<file path="src/rtl/time_keeper.sv">
// BCD HH:MM:SS time-of-day counter with a two-button set mode and auto-repeat on held increment.
// Digits, set_mode and day_wrap are registered and update on the edge that samples tick or a button edge.
module time_keeper #(
    parameter int HOUR_MAX     = 23,
    parameter int REPEAT_DELAY = 2
) (
    input  logic       clk_in,
    input  logic       reset_,
    input  logic       tick,
    input  logic       btn_mode,
    input  logic       btn_inc,
    output logic [1:0] hh_tens,
    output logic [3:0] hh_ones,
    output logic [2:0] mm_tens,
    output logic [3:0] mm_ones,
    output logic [2:0] ss_tens,
    output logic [3:0] ss_ones,
    output logic [1:0] set_mode,
    output logic       day_wrap
);

    localparam logic [1:0] HMAX_T = 2'(HOUR_MAX / 10);
    localparam logic [3:0] HMAX_O = 4'(HOUR_MAX % 10);
    localparam int         HW     = (REPEAT_DELAY > 0) ? $clog2(REPEAT_DELAY + 1) : 1;
    localparam logic [HW-1:0] RD  = HW'(REPEAT_DELAY);
    localparam logic       REP_EN = (REPEAT_DELAY > 0);

    typedef enum logic [1:0] {
        RUN    = 2'd0,
        SET_HH = 2'd1,
        SET_MM = 2'd2
    } state_t;

    state_t state, state_nxt;

    logic          mode_q, inc_q, armed;
    logic [HW-1:0] hold_cnt, hold_nxt;

    logic [1:0] hh_t_nxt;
    logic [3:0] hh_o_nxt;
    logic [2:0] mm_t_nxt;
    logic [3:0] mm_o_nxt;
    logic [2:0] ss_t_nxt;
    logic [3:0] ss_o_nxt;
    logic       day_wrap_nxt;

    logic mode_edge, inc_edge, in_set, hold_full, repeat_fire, bump;
    logic sec_last, min_last, hr_last;

    logic [1:0] hh_t_inc;
    logic [3:0] hh_o_inc;
    logic [2:0] mm_t_inc;
    logic [3:0] mm_o_inc;
    logic [2:0] ss_t_inc;
    logic [3:0] ss_o_inc;

    // armed stays low for the first clock after reset so a button held
    // through reset release is captured as history rather than seen as an edge
    assign mode_edge = armed & btn_mode & ~mode_q;
    assign inc_edge  = armed & btn_inc & ~inc_q;
    assign in_set    = (state != RUN);

    assign hold_full   = (hold_cnt >= RD);
    assign repeat_fire = REP_EN & in_set & tick & btn_inc & hold_full;
    assign bump        = in_set & ~mode_edge & (inc_edge | repeat_fire);

    assign sec_last = (ss_tens == 3'd5) && (ss_ones == 4'd9);
    assign min_last = (mm_tens == 3'd5) && (mm_ones == 4'd9);
    assign hr_last  = (hh_tens == HMAX_T) && (hh_ones == HMAX_O);

    assign ss_o_inc = (ss_ones == 4'd9) ? 4'd0 : ss_ones + 4'd1;
    assign ss_t_inc = sec_last ? 3'd0 : ((ss_ones == 4'd9) ? ss_tens + 3'd1 : ss_tens);
    assign mm_o_inc = (mm_ones == 4'd9) ? 4'd0 : mm_ones + 4'd1;
    assign mm_t_inc = min_last ? 3'd0 : ((mm_ones == 4'd9) ? mm_tens + 3'd1 : mm_tens);
    assign hh_o_inc = hr_last ? 4'd0 : ((hh_ones == 4'd9) ? 4'd0 : hh_ones + 4'd1);
    assign hh_t_inc = hr_last ? 2'd0 : ((hh_ones == 4'd9) ? hh_tens + 2'd1 : hh_tens);

    always_ff @(posedge clk_in or negedge reset_) begin
        if (!reset_) begin
            state <= RUN;
        end else begin
            state <= state_nxt;
        end
    end

    always_comb begin
        state_nxt = state;
        if (mode_edge) begin
            case (state)
                RUN:     state_nxt = SET_HH;
                SET_HH:  state_nxt = SET_MM;
                default: state_nxt = RUN;
            endcase
        end
    end

    always_comb begin
        hh_t_nxt     = hh_tens;
        hh_o_nxt     = hh_ones;
        mm_t_nxt     = mm_tens;
        mm_o_nxt     = mm_ones;
        ss_t_nxt     = ss_tens;
        ss_o_nxt     = ss_ones;
        day_wrap_nxt = 1'b0;

        if (mode_edge) begin
            // entering SET_HH starts the new time on a whole minute
            if (state == RUN) begin
                ss_t_nxt = 3'd0;
                ss_o_nxt = 4'd0;
            end
        end else if (bump) begin
            if (state == SET_HH) begin
                hh_t_nxt = hh_t_inc;
                hh_o_nxt = hh_o_inc;
            end else begin
                mm_t_nxt = mm_t_inc;
                mm_o_nxt = mm_o_inc;
            end
        end else if ((state == RUN) && tick) begin
            ss_t_nxt = ss_t_inc;
            ss_o_nxt = ss_o_inc;
            if (sec_last) begin
                mm_t_nxt = mm_t_inc;
                mm_o_nxt = mm_o_inc;
                if (min_last) begin
                    hh_t_nxt     = hh_t_inc;
                    hh_o_nxt     = hh_o_inc;
                    day_wrap_nxt = hr_last;
                end
            end
        end
    end

    always_comb begin
        hold_nxt = hold_cnt;
        if (!btn_inc || mode_edge) begin
            hold_nxt = '0;
        end else if (REP_EN && in_set && tick && !hold_full) begin
            hold_nxt = hold_cnt + HW'(1);
        end
    end

    always_ff @(posedge clk_in or negedge reset_) begin
        if (!reset_) begin
            hh_tens  <= 2'd0;
            hh_ones  <= 4'd0;
            mm_tens  <= 3'd0;
            mm_ones  <= 4'd0;
            ss_tens  <= 3'd0;
            ss_ones  <= 4'd0;
            day_wrap <= 1'b0;
            hold_cnt <= '0;
            mode_q   <= 1'b0;
            inc_q    <= 1'b0;
            armed    <= 1'b0;
        end else begin
            hh_tens  <= hh_t_nxt;
            hh_ones  <= hh_o_nxt;
            mm_tens  <= mm_t_nxt;
            mm_ones  <= mm_o_nxt;
            ss_tens  <= ss_t_nxt;
            ss_ones  <= ss_o_nxt;
            day_wrap <= day_wrap_nxt;
            hold_cnt <= hold_nxt;
            mode_q   <= btn_mode;
            inc_q    <= btn_inc;
            armed    <= 1'b1;
        end
    end

    assign set_mode = state;

endmodule

</file>
<file path="config.mk">
export PLATFORM = sky130hd
export DESIGN_NAME = time_keeper
export DESIGN_NICKNAME = d
export VERILOG_FILES = /design/src/rtl/time_keeper.sv
export SDC_FILE = /design/constraint.sdc
export NUM_CORES = 1
export LEC_CHECK = 0
export ABC_AREA = 1
export CAP_MARGIN = 20
export CORE_ASPECT_RATIO = 2
export CORE_MARGIN = 2
export CORE_UTILIZATION = 52
export DETAILED_ROUTE_END_ITERATION = 16
export PLACE_DENSITY = 0.79
export SYNTH_ARGS = -nofsm -noshare
export SYNTH_HDL_FRONTEND = slang
export SYNTH_SLANG_ARGS = --single-unit
</file>
<file path="constraint.sdc">
create_clock -name clk_in -period 1.5 [get_ports clk_in]
set_input_delay 0.375 -clock clk_in [delete_from_list [all_inputs] [get_ports clk_in]]
set_output_delay 0.375 -clock clk_in [all_outputs]
set_load 0.02 [all_outputs]
</file>
# Word level (Yosys, flattened, before mapping)
# Index checks and enable logic that the tools add are counted.
[totals]
inputBits = 5
regBits = 28
[op_classes]
reduce_logical = 21
n_lt_le_gt_ge = 1
muxes = 44
n_eq_ne = 12
bitwise_logic = 13
add_sub_neg = 7
[op_table]
columns = ["op", "count"]
rows = [
  ["2-to-1 mux 4 bit", 17],
  ["2-to-1 mux 3 bit", 12],
  ["2-to-1 mux 2 bit", 9],
  ["adder 4 x 1 -> 4 bit (second input constant)", 3],
  ["== test 4 bit (second input constant)", 3],
  ["nonzero test 2 bit", 6],
  ["AND 1 bit", 9],
  ["AND reduction 4 bit", 2],
  ["adder 3 x 1 -> 3 bit (second input constant)", 2],
  ["== test 3 bit (second input constant)", 2],
  ["logical AND 1 bit", 6],
  ["2-to-1 mux 1 bit", 5],
  ["AND reduction 5 bit", 1],
  ["adder 2 x 1 -> 2 bit (second input constant)", 2],
  ["== test 4 x 2 -> 1 bit (second input constant)", 1],
  ["inequality test 2 x 1 -> 1 bit (second input constant)", 2],
  ["inequality test 2 bit (second input constant)", 2],
  ["one-hot mux 2 bit (2 select lines)", 1],
  ["inverter 1 bit", 3],
  ["AND reduction 3 bit", 1],
  ["nonzero test 3 bit", 1],
  ["== test 2 x 1 -> 1 bit (second input constant)", 1],
  ["== test 2 bit (second input constant)", 1],
  [">= comparator 2 bit (second input constant)", 1],
  ["other kinds (4)", 5],
]

# Depth between registers and ports, before layout
[depth]
depth_word = 8
mapped_depth = 12
depth_no_buf = 12

# Worst setup path after synthesis
# OpenSTA, ideal clock, no wires.
[synth_path]
path_type = "flip-flop to flip-flop"
startpoint = "register hh_ones[0]"
endpoint = "register hh_ones[1]"
arrival_time_ns = 1.432
stages_incl_launch_ff = 8
t_required_ns = 1.424
synth_period_minus_slack_ns = 1.509
path_slack_ns = -0.009
cell_sequence = "dfrtp_1 > ha_1 > inv_1 > nor2_1 > nand4_1 > nand2_1 > or2_2 > o21ai_1"
[synth_via]
elab_chain_cells = 7
[synth_lines]
columns = ["item", "line", "source"]
rows = [
  ["from (decl)", "13", "output logic [3:0] hh_ones,"],
  ["from (signal assigned)", "159", "hh_ones <= hh_o_nxt;"],
  ["adder 4 x 1 -> 4 bit, or another cell as far along", "75", "assign hh_o_inc = hr_last ? 4'd0 : ((hh_ones == 4'd9) ? 4'd0 : hh_ones + 4'd1);"],
  ["2-to-1 mux 4 bit / logical AND 1 bit (equally long branches)", "75, 69", ""],
  ["2-to-1 mux 4 bit *", "75", ""],
  ["2-to-1 mux 4 bit", "126", "if (min_last) begin"],
  ["2-to-1 mux 4 bit", "123", "if (sec_last) begin"],
  ["2-to-1 mux 4 bit", "120", "end else if ((state == RUN) && tick) begin"],
  ["2-to-1 mux 4 bit *", "112", "end else if (bump) begin"],
]
# Mark *: on every way between the ends. The rest lies on a longest branch, timed or not. The select of a mux whose other input is x is not followed.
# A chain may end at the register's enable or synchronous reset.

# Final worst setup path
[layout_path]
startpoint = "register hold_cnt[0]"
endpoint = "register mm_tens[2]"
[layout_via]
elab_chain_cells = 6
[layout_lines]
columns = ["item", "line", "source"]
rows = [
  ["from (decl)", "37", "logic [HW-1:0] hold_cnt, hold_nxt;"],
  ["from (signal assigned)", "165", "hold_cnt <= hold_nxt;"],
  [">= comparator 2 bit *", "63", "assign hold_full = (hold_cnt >= RD);"],
  ["AND 1 bit *", "64", "assign repeat_fire = REP_EN & in_set & tick & btn_inc & hold_full;"],
  ["OR 1 bit *", "65", "assign bump = in_set & ~mode_edge & (inc_edge | repeat_fire);"],
  ["AND 1 bit *", "65", ""],
  ["inequality test 2 bit (no source line) / nonzero test 2 bit (equally long branches)", "--", ""],
  ["AND reduction 4 bit (no source line)", "--", ""],
  ["to (signal assigned)", "160", "mm_tens <= mm_t_nxt;"],
  ["to (decl)", "14", "output logic [2:0] mm_tens,"],
]
# Mark *: on every way between the ends. The rest lies on a longest branch, timed or not.

==> metrics.cfg <==
[pwr]
ir_worst_vdd_mv=1.10
power_leakage_uw=0.00110
p_per_area_nw_per_um2=1530

[sta]
fin_crit_ns=1.50
setup_ws_ns=-0.00292
post-route-period-util_pct=100
whs_ns=0.385
finalSetupViolCount=1
rsz0062_at_grt=true
fmax_mhz=665
maxSlewViolCount=0
hold_viol=0
fin_worst_skew_ns=0.00512

[cells_and_area]
areaGrowthSynthToFinish_pct=38.6
fin_area_um2=2230
n_antenna_cell=0
final_cell_mix=27 x nand2_1, 27 x dfrtp_1, 21 x dlygate4sd2_1, 18 x buf_4, 16 x inv_1
fin_nets=245
fin_util_pct=75.8
instances_no_fill=260
drive_gt1_share_pct=33.9

[drt]
viasPerCell=5.39
drtIter0Drc=21
totalWireLength_um=3780
firstDrtPassIters=4
wire_per_inst_um=14.5
drc=0
vias=1401
antenna_left=0

[floorplanning]
io_pins=28
start_util_pct=54.7
die_area_um2=3580
core_area_um2=2940
fp.dieH_um=82.7
num_rows=28
fp.dieW_um=43.3

[setup_path]
cp.required_ns=1.67
crit_type=register to register
crit_chain=inv_1 -> ha_2 -> inv_2 -> nand2_2 -> nand3_2 -> nand2_4 -> nand2_4 -> nand2_8 -> nand3b_4 -> nand2_2 -> o21ai_2
endpoint_kind=register
arrival_ns=1.68
critical_path.slowest_cell=dfrtp_1
startpoint_type=register
critical_path.max_fanout=6
cp_slowest_stage_delay_ns=0.39

[placement]
dpl_cell_area_um2=2030
dpl.cell_count=250
port-buffer-count=27
hpwlAfterDp_um=2720
place.gp.congestion=0.876
dp_slack_ns=-0.311

[global_route]
grt_use_total_pct=22.8
grt_pass1_wl_um=6180
grt_max_degree=29
gr-total-overflow=0
antenna_found_initial=0
grt_pass1_vias=1434

[hold_path]
worstHoldPathType=input pin to register

[yosys]
synthesis.area_um2=1610
synthDistinctLibCells=28
synth_fp_nets=194
synthCells=180
postSynthAreaPerCell_um2=8.94
seq_area_frac_synth_pct=43.5
ys_warn_count=0
ys_seq_elements=28

[flow_run]
maxCapViolCount=0

[clock_network]
path_clk_slew_ns=0.10
numCtsBuffers=3
cts_root_buf=clkbuf_8
cts_max_level=1
cts_sinks=28
cts_hold_buffers=0
cts_tree=built
cts.path.max_buffers=2
clock_latency_ns=0.28

[outcome]
outcome=finished, violations left
violations=negative setup slack

[cell families (layout without fill, tap and decap cells)]
family                   Yosys count  count (layout)  share of synthesized area (%)
AND/OR/NAND/NOR                   87              87                           31.3
other                              1               1                          0.233
XOR/XNOR                           8               8                           4.35
AO/OA/AOI/OAI                     24              24                           8.17
flip-flops                        28              28                           43.5
adder cells (fa/ha/maj)            9               9                           7.00
buffers and inverters             23              73                           5.37
[cells in the mapped netlist]
cell type,n,area share (%)
o22ai_1,3,1.2
nor2_4,4,2.8
nand2_2,4,1.6
nand2_8,1,1.2
inv_1,18,4.2
conb_1,1,0.23
xnor2_1,1,0.54
a31oi_1,1,0.39
nand2_4,6,4.2
xor2_1,7,3.8
nor2_1,12,2.8
ha_1,9,7.0
nand2_1,36,8.4
nand3b_4,1,1.2
nand3_2,1,0.62
o21ai_2,1,0.54
or2_2,4,1.6
nor3_1,1,0.31
a22oi_1,1,0.47
dfrtp_1,28,44
nor2_2,2,0.78
nand3_1,9,2.8
inv_2,5,1.2
a21oi_1,2,0.62
nand4_1,5,1.9
nand3_4,1,1.1
o21ai_0,7,2.2
o21ai_1,9,2.8
[through the flow]
step / total power, µW / TNS, ns
4_1_cts: 3270 / 0
3_5_place_dp: 2790 / -5.03
5_1_grt: 3650 / -1.08
6_report: 3410 / -0.00292
2_1_floorplan: 2090 / 0
3_3_place_gp: 2700 / -4.09
[critical path, delay by kind of cell, from the launching register on]
| family | cells | cell delay [ns] |
|---|---|---|
| and+or+nand+nor | 7 | 0.66 |
| DFF | 1 | 0.39 |
| adders and majority gates | 1 | 0.18 |
| AOI/OAI and AO/OA | 1 | 0.05 |
| buffers and inverters | 2 | 0.11 |
[state kept, by name, summed over array words and instances (netlist names)]
register,count
armed,1
day_wrap,1
hh_ones,4
hh_tens,2
hold_cnt,2
inc_q,1
mm_ones,4
mm_tens,3
mode_q,1
set_mode,2
ss_ones,4
ss_tens,3
[what timing repair did]
action / 4_1_cts / 5_1_grt
setup buffers: 2 / 4
endpoints found under the setup margin: 39 / 17
cloned: 0 / 0
endpoints found under the hold margin: 0 / 0
pin swaps: 3 / 10
resized for setup: 33 / 27
[final timing paths]
path | to | slack, ns | from | depth (start not counted)
hold / removal | mode_q$_DFF_PN0_ | 0.38 | btn_mode | 1
setup / recovery | mm_tens[2]$_DFFE_PN0P_ | -0.003 | hold_cnt[0]$_DFFE_PN0P_ | 11
min in group asynchronous | ss_ones[1]$_DFFE_PN0P_ | 0.43 | reset_ | 2
setup reg to reg | mm_tens[2]$_DFFE_PN0P_ | -0.003 | hold_cnt[0]$_DFFE_PN0P_ | 11
max in group asynchronous | hh_ones[0]$_DFFE_PN0P_ | 0.90 | reset_ | 2
hold reg to reg | hh_tens[0]$_DFFE_PN0P_ | 0.54 | hh_tens[0]$_DFFE_PN0P_ | 2
[final cells by class]
class / instances / area (µm²)
clock buffers: 3 / 41.3
clock inverters: 1 / 30.0
fillers: 195 / 712
inverters: 23 / 86.3
multi-input cells: 129 / 940
flip-flops and latches: 28 / 702
well taps: 30 / 37.5
repair buffers: 46 / 394
[metal layers]
| metal | track usage (%) | share of wire (%) | vias up |
|---|---|---|---|
| met2 | 44.0 | 60 | 33 |
| met4 | 10.9 | 1.9 | 0 |
| met3 | 2.39 | 2.7 | 7 |
| met1 | 23.3 | 35 | 683 |
| met5 | 0 | 0 | - |
| li1 | - | - | 678 |
[power by group]
| part | internal (µW) | switching, µW |
|---|---|---|
| Sequential | 969 | 244 |
| Combinational | 678 | 913 |
| Clock | 358 | 244 |
| Total | 2000 | 1400 |
Note: power is estimated with default switching activity, not from simulation.
